## src/rtl/wb_stage.sv

```systemverilog
// wb_stage: MEM/WB pipeline register with load extraction, write-back select and instret counter
module wb_stage #(
    parameter int XLEN = 64
) (
    input  logic            clk,
    input  logic            rst,
    input  logic            stall_i,
    input  logic            flush_i,
    input  logic            mem_valid_i,
    input  logic [XLEN-1:0] mem_pc_i,
    input  logic [4:0]      mem_rd_i,
    input  logic            mem_reg_we_i,
    input  logic [1:0]      mem_wb_sel_i,
    input  logic [XLEN-1:0] mem_alu_res_i,
    input  logic [XLEN-1:0] mem_imm_i,
    input  logic [2:0]      mem_funct3_i,
    input  logic [XLEN-1:0] mem_rdata_i,
    output logic            wb_valid_o,
    output logic [XLEN-1:0] wb_pc_o,
    output logic            we_o,
    output logic [4:0]      write_addr_o,
    output logic [XLEN-1:0] write_data_o,
    output logic            wb_load_fault_o,
    output logic [XLEN-1:0] instret_o
);
    logic [2:0]      off;
    logic [XLEN-1:0] sh, ld_val, sel_val;
    logic            mis, fault;
    logic            valid_q, valid_d, we_q, we_d, fault_q, fault_d;
    logic [XLEN-1:0] pc_q, pc_d, data_q, data_d, instret_q, instret_d;
    logic [4:0]      addr_q, addr_d;

    always_comb begin
        off = mem_alu_res_i[2:0];
        sh = mem_rdata_i >> {off, 3'b000};
        ld_val = '0;
        mis = 1'b0;
        case (mem_funct3_i)
            3'b000: ld_val = {{(XLEN-8){sh[7]}}, sh[7:0]};
            3'b100: ld_val = {{(XLEN-8){1'b0}}, sh[7:0]};
            3'b001: begin ld_val = {{(XLEN-16){sh[15]}}, sh[15:0]}; mis = off[0]; end
            3'b101: begin ld_val = {{(XLEN-16){1'b0}}, sh[15:0]}; mis = off[0]; end
            3'b010: begin ld_val = {{(XLEN-32){sh[31]}}, sh[31:0]}; mis = |off[1:0]; end
            3'b110: begin ld_val = {{(XLEN-32){1'b0}}, sh[31:0]}; mis = |off[1:0]; end
            3'b011: begin ld_val = sh; mis = |off; end
            default: mis = 1'b1;
        endcase
        fault = (mem_wb_sel_i == 2'b01) & mis;
        sel_val = mem_wb_sel_i == 2'b00 ? mem_alu_res_i :
                  mem_wb_sel_i == 2'b01 ? (fault ? '0 : ld_val) :
                  mem_wb_sel_i == 2'b10 ? mem_pc_i + XLEN'(4) : mem_imm_i;
    end

    // flush beats stall; flush leaves pc/addr/data/instret untouched
    always_comb begin
        valid_d = valid_q;
        we_d = we_q;
        fault_d = fault_q;
        pc_d = pc_q;
        addr_d = addr_q;
        data_d = data_q;
        instret_d = instret_q;
        if (flush_i) begin
            valid_d = 1'b0;
            we_d = 1'b0;
            fault_d = 1'b0;
        end else if (!stall_i) begin
            valid_d = mem_valid_i;
            we_d = mem_valid_i & mem_reg_we_i & (mem_rd_i != 5'd0) & !fault;
            fault_d = mem_valid_i & fault;
            pc_d = mem_pc_i;
            addr_d = mem_rd_i;
            data_d = sel_val;
            instret_d = instret_q + XLEN'(mem_valid_i);
        end
    end

    always_ff @(posedge clk or posedge rst) begin
        if (rst) begin
            valid_q <= 1'b0;
            we_q <= 1'b0;
            fault_q <= 1'b0;
            pc_q <= '0;
            addr_q <= '0;
            data_q <= '0;
            instret_q <= '0;
        end else begin
            valid_q <= valid_d;
            we_q <= we_d;
            fault_q <= fault_d;
            pc_q <= pc_d;
            addr_q <= addr_d;
            data_q <= data_d;
            instret_q <= instret_d;
        end
    end

    assign wb_valid_o = valid_q;
    assign wb_pc_o = pc_q;
    assign we_o = we_q;
    assign write_addr_o = addr_q;
    assign write_data_o = data_q;
    assign wb_load_fault_o = fault_q;
    assign instret_o = instret_q;
endmodule
```

## config.mk

```make
export PLATFORM = sky130hd
export DESIGN_NAME = wb_stage
export DESIGN_NICKNAME = d
export VERILOG_FILES = /design/src/rtl/wb_stage.sv
export SDC_FILE = /design/constraint.sdc
export NUM_CORES = 1
export LEC_CHECK = 0
export CAP_MARGIN = 40
export CORE_AREA = 2 2 201 203
export DETAILED_ROUTE_END_ITERATION = 10
export DIE_AREA = 0 0 203 205
export GPL_TIMING_DRIVEN = 0
export HOLD_SLACK_MARGIN = 0.15
export PLACE_DENSITY = 0.7
export SETUP_SLACK_MARGIN = 0.1
export SYNTH_ARGS = -nofsm -noshare
export SYNTH_HDL_FRONTEND = slang
export SYNTH_SLANG_ARGS = --single-unit
```

## constraint.sdc

```tcl
create_clock -name clk -period 7.71 [get_ports clk]
set_input_delay 1.1565 -clock clk [delete_from_list [all_inputs] [get_ports clk]]
set_output_delay 1.1565 -clock clk [all_outputs]
set_load 0.05 [all_outputs]
```

=== Yosys cells after proc, flatten, opt, wreduce, memory -nomap -nowiden ===
Index checks and enable logic that the tools add are counted.

* Bits in read-only memories: 0
* Bits in latches: 0
* Memories kept: 0
* Bits in registers: 200
* Output and inout port bits: 200
* Memory bits (writable): 0
* Bits of input ports: 272
* Logic and storage cells: 48

* Equal/unequal tests: 9
* Reduce and logical (&&, ||, !) cells: 10
* $mul: 0
* Shift-type cells: 1
* Add/sub/neg operators: 2
* Mux-type cells: 12
* Bitwise logic cells: 7
* Magnitude comparators: 0
* Div/mod/pow operators: 0

{| class="wikitable"
|+ Operator list
! cell !! number
|-
| $pmux 64 s7 || 1
|-
| $mux 64 || 4
|-
| $add 64x1->64 || 1
|-
| $add 64x3->64 const B || 1
|-
| $shr 64x6->64 || 1
|-
| $eq 3x3->1 const B || 3
|-
| $reduce_or 2->1 || 4
|-
| $eq 3x2->1 const B || 2
|-
| $mux 1 || 6
|-
| $and 1x1->1 || 5
|-
| $reduce_bool 5->1 || 1
|-
| $pmux 1 s4 || 1
|-
| $eq 3x1->1 const B || 1
|-
| $logic_not 3->1 || 1
|-
| $reduce_or 3->1 || 1
|-
| $eq 2x1->1 const B || 1
|-
| $eq 2x2->1 const B || 1
|-
| $logic_not 2->1 || 1
|-
| $ne 2x1->1 const B || 1
|-
| $not 1->1 || 2
|-
| $reduce_and 2->1 || 1
|-
| $logic_not 1->1 || 1
|}

=== Longest topological paths before layout ===
Gate-level depths: netlist of the first run.

* Word-level depth: 8
* Mapped depth: 11
* Gate-level depth less buffers: 8

=== Least setup slack after synthesis of the first run ===
OpenSTA, ideal clock, no wires.

* Path kind: input port to flip-flop
* Start point: input port mem_alu_res_i[1]
* End point: register data_q[49] (netlist: write_data_o[49])
* Stages on the path: 7
* Setup time: 0.126 ns
* Arrival time: 2.848 ns
* Path buffers: 1
* Setup slack: 4.736 ns
* Path through: buf_6 mux2_4 mux4_2 nand3_2 nand3_4 a211o_1 a221o_1

* Longest elaborated chain between the ends: 6
* Elaborated cells between the ends (all ways): 9
* Classes of those cells: 1 x shift; 5 x mux; 1 x bitwise; 2 x reduce/logical

{| class="wikitable"
|+ Ends and longest elaborated chain
! what !! line !! source
|-
| start: declaration || 14 || <nowiki>input logic [XLEN-1:0] mem_alu_res_i,</nowiki>
|-
| parallel branches: the longest is 3 deep, another holds $shr 64x6->64 || -- ||
|-
| $mux 64 (*) (2 in a row) || 50 || <nowiki>mem_wb_sel_i == 2'b01 ? (fault ? '0 : ld_val) :</nowiki>
|-
| $mux 64 (*) || 49 || <nowiki>sel_val = mem_wb_sel_i == 2'b00 ? mem_alu_res_i :</nowiki>
|-
| end signal: assignment || 93 || <nowiki>data_q <= data_d;</nowiki>
|-
| end: declaration || 30 || <nowiki>logic [XLEN-1:0] pc_q, pc_d, data_q, data_d, instret_q, instret_d;</nowiki>
|}

Mark *: on every way between the ends.
A chain may end at the register's enable or synchronous reset.

=== Worst setup path after layout of the first run ===
* Start point: input port mem_alu_res_i[2]
* End point: register data_q[17] (netlist: write_data_o[17])

* Longest elaborated chain between the ends: 6
* Elaborated cells between the ends (all ways): 8
* Classes of those cells: 1 x shift; 5 x mux; 1 x bitwise; 1 x reduce/logical

{| class="wikitable"
|+ Ends and longest elaborated chain
! what !! line
|-
| parallel branches: the longest is 3 deep, another holds $shr 64x6->64 || --
|-
| $mux 64 (*) (2 in a row) || 50
|-
| $mux 64 (*) || 49
|}

Marks and branches as above.

==> results by group, run 1 <==
Power
  – Seq pwr share: 0.354
  – Comb power frac: 0.380
  – Pwr/cell area: 182 nW/um2
  – Switching Share: 0.410
  – Pleak: 0.00792 uW
  – P_sw: 1440 uW
  – Internal Pwr Total: 2070 uW
  – Clock Power Share: 0.266
  – Maximum vdd drop: 0.163 mV

Yosys
  – Post-synthesis async set-or-reset flop share: 1.00
  – Count leader, synth: nand2_1
  – Synth top cells by count: nand2_1 (340), dfrtp_1 (200), nor2_1 (106), o21ai_0 (99), a21oi_1 (74)
  – Number of enable flip-flop cells after synthesis: 0
  – Synth area leader: dfrtp_1
  – Syn_nets: 1850
  – Avg Inst Size Synth: 8.38 um2
  – Area share of the largest cell type after synthesis: 0.379
  – Yosys reg bits: 200
  – Post-synthesis cell count: 1575
  – Post-synth top flop: dfrtp_1
  – Sequential share of the synthesized area: 0.379
  – Synth warn: 0
  – Post-Syn Area: 13200 um2
  – Top post-synthesis cells by area: dfrtp_1 (38%), nand2_1 (9.7%), mux2i_1 (4.8%)
  – Synth unique cells: 76

STA
  – Post-route minimum period: 4150 ps
  – Fmax: 0.241 GHz
  – RSZ-0062 raised after global routing: false
  – Slew @ Worst Pin: 926 ps
  – Setup-failing EPs final: 0
  – Final hold slack: 480 ps
  – Worst slew margin: 0.367
  – Final period utilization: 0.539
  – Final WS setup: 3560 ps
  – Hold Fails Final Rpt: 0
  – Fin Setup TNS: 0 ps
  – Slew Viols, Final: 0
  – Clock Skews: 10.2 ps

Clocking
  – CTS max path bufs: 2
  – Htree depth: 4
  – Clock latency on the worst-skew pair: 470 ps
  – CTS tree: built
  – Post-CTS setup buffer count: 0
  – Total CTS buffers: 17
  – CTS Root Cell: clkbuf_16
  – Post-cts hold buffer count: 0
  – CTS sink count: 200
  – Clk slew on worst S/H paths: 80 ps
  – Post-CTS Resized: 0

Floorplan
  – # rows: 73
  – Die H: 205 um
  – Die area: 41600 um2
  – Initial core utilization: 0.335
  – Core area: 39400 um2
  – I/O pins: 472
  – Die width: 203 um

Place
  – Pre-CTS WS: 3180 ps
  – Area post-placement: 18700 um2
  – I/O Buffers: 464
  – GP Congestion: 1.03
  – Placed cells: 2575
  – Placed wire-length estimate: 61.4 mm

Job
  – Max_cap viols: 0

Drt
  – Detailed-route via count: 15600
  – Drc violations: 0
  – DR WL/cell: 29.2 um
  – Total wire length: 76.4 mm
  – Remaining antenna violation count after routing: 0
  – DR pass1 iterations: 9
  – Mean number of vias per cell: 5.97
  – Initial DRC count: 1679

Finish
  – Register area: 5000 um2
  – Fill count: 3835
  – Share of cells above drive strength 1: 0.0624
  – Final nets: 2345
  – Final instance area: 19300 um2
  – Fin cells: 2616
  – Area grow syn2layout: 46.0%
  – Multi-input gate area: 7650 um2

Worst hold path
  – Hold Crit Class: reg -> reg

Global route
  – Top Usage Layer GRT: met2
  – Met3 Use GR: 0.128
  – Initial antenna violation count: 16
  – Vias in the first global route: 15400
  – Met1 Use GR: 0.421
  – Met2 Use GR: 0.574
  – Largest net degree at the start of global routing: 119
  – First-pass GRT wire length: 107 mm
  – Global router's overall resource usage: 0.361
  – Overflow after GRT: 0

Critical path
  – CP max stage cell: clkdlybuf4s50_1
  – CP Max Fanout: 10
  – Max stage delay on crit path: 510 ps
  – Most common cell type on the critical path: buf_2
  – CP Launch Type: input port
  – Crit-path cells: clkdlybuf4s50_1 > buf_2 > buf_2 > buf_1 > buf_2 > mux2i_1 > nand2_1 > a31oi_1 > nor2_1 > o21ai_0 > o211ai_1
  – Critical path arrival: 4460 ps
  – Worst Path Required: 8020 ps
  – Setup crit end kind: flip-flop
  – Worst Setup Path Type: in -> reg

Outcome
  – Outcome: finished clean
## worst max-delay path: cells and delay by family
family          cells  cell delay [ps]
simple gates        2              130
compound gates      3              900
buf+inv             5             2050
mux                 1              210
## power by group through the flow
stage                     logic [uW]  clock network, uW  registers (uW)
after detailed placement        1310                  0            1260
after CTS                       1320                950            1240
after global placement          1300                  0            1260
after global routing            1380                984            1250
after floorplan                  326                  0            1610
final                           1340                934            1240
## flip-flops by register name (all words and copies together), names as in the netlist
signal / count
instret_o: 64
wb_valid_o: 1
we_o: 1
write_addr_o: 5
wb_pc_o: 64
write_data_o: 64
wb_load_fault_o: 1
## worst paths after layout
check	slack, ps	to	from	cells after the start
setup / recovery	3560	write_data_o[17]	mem_alu_res_i[2]	11
hold / removal	480	wb_pc_o[35]	wb_pc_o[35]	2
setup reg to reg	4760	instret_o[56]	instret_o[0]	9
hold reg to reg	480	wb_pc_o[35]	wb_pc_o[35]	2
max in group asynchronous	5540	write_data_o[31]	rst	4
min in group asynchronous	1040	write_data_o[4]	rst	2
## metrics by stage
stage	total power [uW]	utilization
2_1_floorplan	1940	-
3_3_place_gp	2560	0.470
3_5_place_dp	2570	0.474
4_1_cts	3510	0.489
5_1_grt	3620	0.489
6_report	3510	0.490
## routing by layer
| metal | wire length, um | vias to the layer above |
|---|---|---|
| li1 | - | 6687 |
| met1 | 27800 | 7610 |
| met2 | 34100 | 1076 |
| met3 | 9440 | 223 |
| met4 | 4910 | 18 |
| met5 | 115 | - |
## kinds of logic after synthesis
kind of cell | count (synthesis) | synth area share
xor+xnor | 92 | 0.0610
simple gates | 690 | 0.251
mux | 89 | 0.0827
fa+ha+maj | 3 | 0.00284
compound gates | 374 | 0.182
flops | 200 | 0.379
buf+inv | 127 | 0.0418
## final cells by class
class | count | share of cell area
repair buffers | 476 | 0.249
inverters | 16 | 0.00351
diodes | 8 | 0.00104
clock buffers | 20 | 0.0237
multi-input cells | 1248 | 0.397
clock inverters | 12 | 0.00675
flip-flops and latches | 200 | 0.260
plain buffers | 111 | 0.0255
well taps | 525 | 0.0341
## placed cells by master, fill, tap and decap left out, types with 8 or more instances in the layout
cell type	netlist	layout
o211ai_1	16	16
and3_1	19	19
buf_4	5	8
o21a_1	8	8
xnor2_1	58	58
nand3_1	64	64
a211oi_1	12	12
mux4_2	14	14
dfrtp_1	200	200
and2_1	11	11
nor4_1	11	11
nand2b_1	8	8
mux2_2	9	9
and4_1	24	24
diode_2	0	8
o22ai_1	35	35
a221o_1	8	8
xor2_1	34	34
o21ai_0	99	99
nor2_1	106	106
nand4_1	33	33
nor3_1	22	22
mux2i_1	63	63
a21oi_1	74	74
o31a_1	8	8
clkbuf_16	0	17
a22oi_1	10	10
nand2_1	340	340
or3_1	12	12
clkbuf_1	71	72
nor2b_1	13	13
inv_1	13	12
buf_2	26	27
a31oi_1	35	35
buf_6	3	8
clkdlybuf4s50_1	0	464
(Power assumes the default switching activity.)
==> run 2: changes to the inputs <==
PLACE_DENSITY = 0.72   (was 0.7)
clock period = 3.8 ns   (was 7.71 ns; I/O delays follow)
==> run 2 against run 1 <==
Net effect: register-to-register slack lost 3800 ps; final area grew 0.25%; critical path type unchanged; highest routed layer unchanged; largest power group unchanged; critical path depth shrank 4; largest cell class unchanged; utilization rose by 0.12 points; sequential power is 100% higher.
==> results by group, run 2 (same netlist as run 1, synthesis figures left out) <==
Critical path
  – Max stage delay on crit path: 770 ps (+260 ps)
  – CP delay by family, top: buffers and inverters
  – Most common cell type on the critical path: clkbuf_1
  – CP max stage cell: clkbuf_1
  – Crit-path cells: clkdlybuf4s50_1 > or2_1 > clkbuf_1 > clkbuf_1 > clkbuf_1 > nand2_1 > o311ai_2
  – Setup crit end kind: flip-flop
  – Worst Setup Path Type: in -> reg
  – CP Max Fanout: 10 (unchanged)
  – Critical path arrival: 4080 ps (-380 ps)
  – Worst Path Required: 4180 ps (-3840 ps)
  – Critical path buffers and inverters: 4 (-1)
  – CP Launch Type: input port

Global route
  – First-pass GRT wire length: 106 mm (-1.1%)
  – Largest net degree at the start of global routing: 38 (-68%)
  – Global router's overall resource usage: 0.356 (-0.00544)
  – Overflow after GRT: 0 (unchanged)
  – Initial antenna violation count: 12 (-4)
  – Vias in the first global route: 15200 (-1.6%)

Drt
  – Remaining antenna violation count after routing: 0 (unchanged)
  – DR WL/cell: 28.6 um (-1.9%)
  – DR pass1 iterations: 7 (-2)
  – Highest routed layer: met5
  – Mean number of vias per cell: 5.94 (-0.46%)
  – Detailed-route via count: 15500 (-0.53%)
  – Initial DRC count: 1770 (+5.4%)
  – Drc violations: 0 (unchanged)
  – Total wire length: 74.8 mm (-2.0%)
  – Routed wl met3: 8.56 mm (-9.4%)
  – Met2 routed WL: 34.2 mm (+0.17%)
  – Met1 WL: 27.5 mm (-1.1%)

STA
  – Slew @ Worst Pin: 991 ps (+65.4 ps)
  – Setup-failing EPs final: 0 (unchanged)
  – Post-route minimum period: 3700 ps
  – RSZ-0062 raised after global routing: false
  – Final WS setup: 101 ps (-3460 ps)
  – Final period utilization: 0.974
  – Clock Skews: 12.9 ps (+2.70 ps)
  – Worst slew margin: 0.339 (-0.0276)
  – Slew Viols, Final: 0 (unchanged)
  – Hold Fails Final Rpt: 0 (unchanged)
  – Fmax: 0.270 GHz

Clocking
  – Post-cts hold buffer count: 0 (unchanged)
  – Clock latency on the worst-skew pair: 470 ps (about the same)
  – CTS tree: built
  – Post-CTS Resized: 0 (unchanged)
  – CTS sink count: 200 (unchanged)
  – CTS Root Cell: clkbuf_16
  – Post-CTS setup buffer count: 0 (unchanged)
  – Htree depth: 4 (unchanged)
  – Total CTS buffers: 17 (unchanged)
  – Clk slew on worst S/H paths: 80 ps (about the same)
  – CTS max path bufs: 2 (unchanged)

Job
  – Max_cap viols: 0 (unchanged)

Floorplan
  – I/O pins: 472 (unchanged)
  – Die H: 205 um (unchanged)
  – # rows: 73 (unchanged)
  – Die area: 41600 um2 (unchanged)
  – Initial core utilization: 0.335 (unchanged)
  – Die width: 203 um (unchanged)
  – Core area: 39400 um2 (unchanged)

Power
  – Pwr/cell area: 372 nW/um2 (+100%)
  – Maximum vdd drop: 0.359 mV (+120%)
  – Pleak: 0.00793 uW (+0.24%)

Outcome
  – Outcome: finished clean

Finish
  – Final nets: 2345 (unchanged)
  – Area grow syn2layout: 46.3%
  – Register area: 5000 um2 (unchanged)
  – Fin cells: 2614 (-0.076%)
  – Final core utilization: 0.491 (+0.00121)
  – Fill count: 3823 (-0.31%)
  – Commonest non-fill, non-tap cell in the layout: clkdlybuf4s50_1
  – Commonest cells after routing, fill and taps aside: clkdlybuf4s50_1 (464), nand2_1 (340), dfrtp_1 (200)
  – Share of cells above drive strength 1: 0.0629 (+0.000480)
  – Multi-input gate area: 7650 um2 (unchanged)

Worst hold path
  – Hold Crit Class: in -> reg

Place
  – I/O Buffers: 464 (unchanged)
  – Placed cells: 2576 (+0.039%)
  – Pre-CTS WS: -97.7 ps (-3280 ps)
  – Placed wire-length estimate: 61.1 mm (-0.61%)
  – GP Congestion: 1.02 (-0.74%)
-- run 2: cell count changes in the layout (fill, tap and decap cells not counted), sizes merged --
cell	previous run	this run
buf	51	50
bufinv	0	1
clkbuf	92	90
clkdlybuf4s18	0	1
clkinv	6	7
diode	8	6
-- run 2: worst paths after layout --
check	from	end	slack [ps]	depth (start not counted)
max	stall_i	write_data_o[53]	100	7
max reg2reg	instret_o[0]	instret_o[56]	910	9
min in group asynchronous	rst	instret_o[3]	480	2
min reg2reg	instret_o[63]	instret_o[63]	480	1
max in group asynchronous	rst	write_data_o[31]	2020	6
min	mem_pc_i[6]	wb_pc_o[6]	450	3
-- run 2: per-layer routing --
| layer | up-vias | track usage |
|---|---|---|
| li1 | 6691 | - |
| met1 | 7508 | 0.423 |
| met2 | 1112 | 0.579 |
| met3 | 208 | 0.109 |
| met4 | 12 | 0.185 |
| met5 | - | 0 |
-- run 2: report_power, final --
group	switching (uW)	internal, uW
clock network	998	968
logic	1750	951
registers	172	2340
total	2920	4260
-- run 2: worst reg2reg max path, stage by stage (launching register included) --
cell	delay, ps
dfrtp_1	430
ha_1	230
ha_1	180
nor4bb_1	370
nand4b_1	420
nor3_1	370
buf_2	290
nand3_1	180
nor2_1	180
xor2_1	160
-- run 2: final cells by class --
cell class,count,area share
antenna,6,0.000777
buffer,111,0.0255
tap,525,0.0340
inverter,16,0.00330
multi-input combinational,1248,0.396
timing repair buffer,476,0.250
sequential,200,0.259
clock buffer,18,0.0227
clock inverter,14,0.00920
-- run 2: metrics by stage --
stage               cell area [um2]  hold WS (ps)  power, uW  TNS [ps]
floorplan                     13200           636       3940         0
global placement              18500           461       5190   -218770
detailed placement            18700           463       5220      -578
CTS                           19300           431       7170         0
global route                  19300           438       7400         0
finish                        19300           453       7190         0
==> run 3: changes to the inputs <==
clock period = 2.96 ns   (was 3.8 ns; I/O delays follow)
==> run 3 against run 2 <==
Net effect: non-clock buffer count is 2 higher; critical endpoint is now write_data_o[31]; final area up 0.45%; sequential cell count is the same.
==> results by group, run 3 (same netlist as run 1, synthesis figures left out) <==
Power
  – Maximum vdd drop: 0.456 mV (+27%)
  – Pleak: 0.00801 uW (+0.92%)
  – Pwr/cell area: 475 nW/um2 (+28%)

Critical path
  – Critical path buffers and inverters: 5 (+1)
  – Crit-path cells: clkdlybuf4s50_1 > buf_2 > and2_1 > clkbuf_1 > clkbuf_2 > clkbuf_2 > a32oi_1 > a31oi_1
  – Worst Setup Path Type: in -> reg
  – Max stage delay on crit path: 610 ps (-160 ps)
  – Most common cell type on the critical path: clkbuf_2
  – CP Max Fanout: 10 (unchanged)
  – Critical path arrival: 3290 ps (-790 ps)
  – CP delay by family, top: buffers and inverters
  – CP max stage cell: clkdlybuf4s50_1
  – Setup crit end kind: flip-flop
  – CP Launch Type: input port
  – Worst Path Required: 3350 ps (-830 ps)

Clocking
  – CTS tree: built
  – Post-cts hold buffer count: 0 (unchanged)
  – Clock latency on the worst-skew pair: 470 ps (about the same)
  – CTS Root Cell: clkbuf_16
  – CTS max path bufs: 2 (unchanged)
  – Clk slew on worst S/H paths: 80 ps (about the same)
  – CTS sink count: 200 (unchanged)
  – Htree depth: 4 (unchanged)
  – Total CTS buffers: 17 (unchanged)

STA
  – RSZ-0062 raised after global routing: true
  – Post-route minimum period: 2910 ps
  – Final hold slack: 327 ps (-127 ps)
  – Final period utilization: 0.982
  – Setup-failing EPs final: 0 (unchanged)
  – Hold Fails Final Rpt: 0 (unchanged)
  – Fmax: 0.344 GHz
  – Slew Viols, Final: 0 (unchanged)
  – Slew @ Worst Pin: 997 ps (+6.10 ps)
  – Worst slew margin: 0.335 (-0.00407)
  – Clock Skews: 13.9 ps (+0.959 ps)

Drt
  – Mean number of vias per cell: 5.93 (-0.13%)
  – Remaining antenna violation count after routing: 0 (unchanged)
  – Drc violations: 0 (unchanged)
  – DR WL/cell: 28.6 um (about the same)
  – Initial DRC count: 1730 (-2.3%)
  – Total wire length: 74.9 mm (about the same)
  – Detailed-route via count: 15500 (-0.097%)
  – DR pass1 iterations: 6 (-1)

Global route
  – Initial antenna violation count: 12 (unchanged)
  – Largest net degree at the start of global routing: 38 (unchanged)
  – First-pass GRT wire length: 106 mm (about the same)
  – Vias in the first global route: 15200 (+0.18%)
  – Global router's overall resource usage: 0.355 (about the same)
  – Overflow after GRT: 0 (unchanged)

Finish
  – Fill count: 3811 (-0.31%)
  – Share of cells above drive strength 1: 0.0758 (+0.0129)
  – Final instance area: 19400 um2 (+0.45%)
  – Commonest cells after routing, fill and taps aside: clkdlybuf4s50_1 (464), nand2_1 (340), dfrtp_1 (200)
  – Fin cells: 2615 (+0.038%)
  – Area grow syn2layout: 47.0%
  – Commonest non-fill, non-tap cell in the layout: clkdlybuf4s50_1
  – Final nets: 2347 (+0.085%)

Floorplan
  – I/O pins: 472 (unchanged)
  – # rows: 73 (unchanged)
  – Die width: 203 um (unchanged)
  – Core area: 39400 um2 (unchanged)
  – Die H: 205 um (unchanged)
  – Die area: 41600 um2 (unchanged)
  – Initial core utilization: 0.335 (unchanged)

Worst hold path
  – Hold Crit Class: in -> reg

Outcome
  – Outcome: finished clean

Job
  – Max_cap viols: 0 (unchanged)

Place
  – Area post-placement: 18700 um2 (unchanged)
  – I/O Buffers: 464 (unchanged)
  – Placed wire-length estimate: 61.1 mm (unchanged)
  – GP Congestion: 1.02 (unchanged)
  – Placed cells: 2576 (unchanged)
-- run 3: cell types whose count changed in the layout (fill, tap and decap cells not counted), moves of 2 or more --
cell,change
clkbuf_2,+15
buf_1,-2
nor2_1,-2
o21ai_1,+3
clkbuf_4,+2
buf_4,+3
o21ai_0,-4
clkbuf_1,-15
-- run 3: per-layer routing --
metal,up-vias,track usage,wire [um]
met5,-,0,97
met4,14,0.197,4840
met3,226,0.112,8490
met2,1083,0.575,34000
met1,7501,0.420,27400
li1,6692,-,-
-- run 3: stage by stage --
stage               total power, uW  setup TNS, ps  setup WS (ps)  utilization
floorplan                      5060         -14470          -72.3            -
global route                   9510              0           63.9        0.493
detailed placement             6700         -42080           -812        0.475
global placement               6660        -430030          -1840        0.470
finish                         9230              0           52.6        0.493
CTS                            9210              0            101        0.491
-- run 3: timing repair --
item,in CTS,in global routing
setup buffers,1,2
resized for setup,15,24
setup endpoints to repair,60,63
hold endpoints to repair,0,0
pin swaps,1,0
-- run 3: cell type report --
class / count / area (um2) / area share
clock buffers: 18 / 439 / 0.0226
repair buffers: 479 / 4850 / 0.250
flip-flops and latches: 200 / 5000 / 0.258
well taps: 525 / 657 / 0.0338
diodes: 5 / 12.5 / 0.000645
plain buffers: 110 / 513 / 0.0264
clock inverters: 14 / 178 / 0.00916
inverters: 16 / 63.8 / 0.00329
multi-input cells: 1248 / 7690 / 0.396
-- run 3: path summary, 6_finish.rpt --
path,start,end,slack [ps],cells past startpoint
hold reg to reg,wb_pc_o[46],wb_pc_o[46],480,2
min in group asynchronous,rst,wb_pc_o[50],360,2
setup reg to reg,instret_o[0],instret_o[56],310,9
hold / removal,mem_pc_i[6],wb_pc_o[6],330,3
setup / recovery,mem_wb_sel_i[1],write_data_o[31],50,8
max in group asynchronous,rst,write_data_o[31],1330,6
-- run 3: worst min-delay path, cell delays in order --
cell,delay (ps)
buf_2,180
nand2_1,80
nand2_1,40
-- run 3: power breakdown --
group | switching [uW] | internal (uW)
clock network | 1280 | 1240
registers | 221 | 3010
logic | 2250 | 1230
total | 3750 | 5480
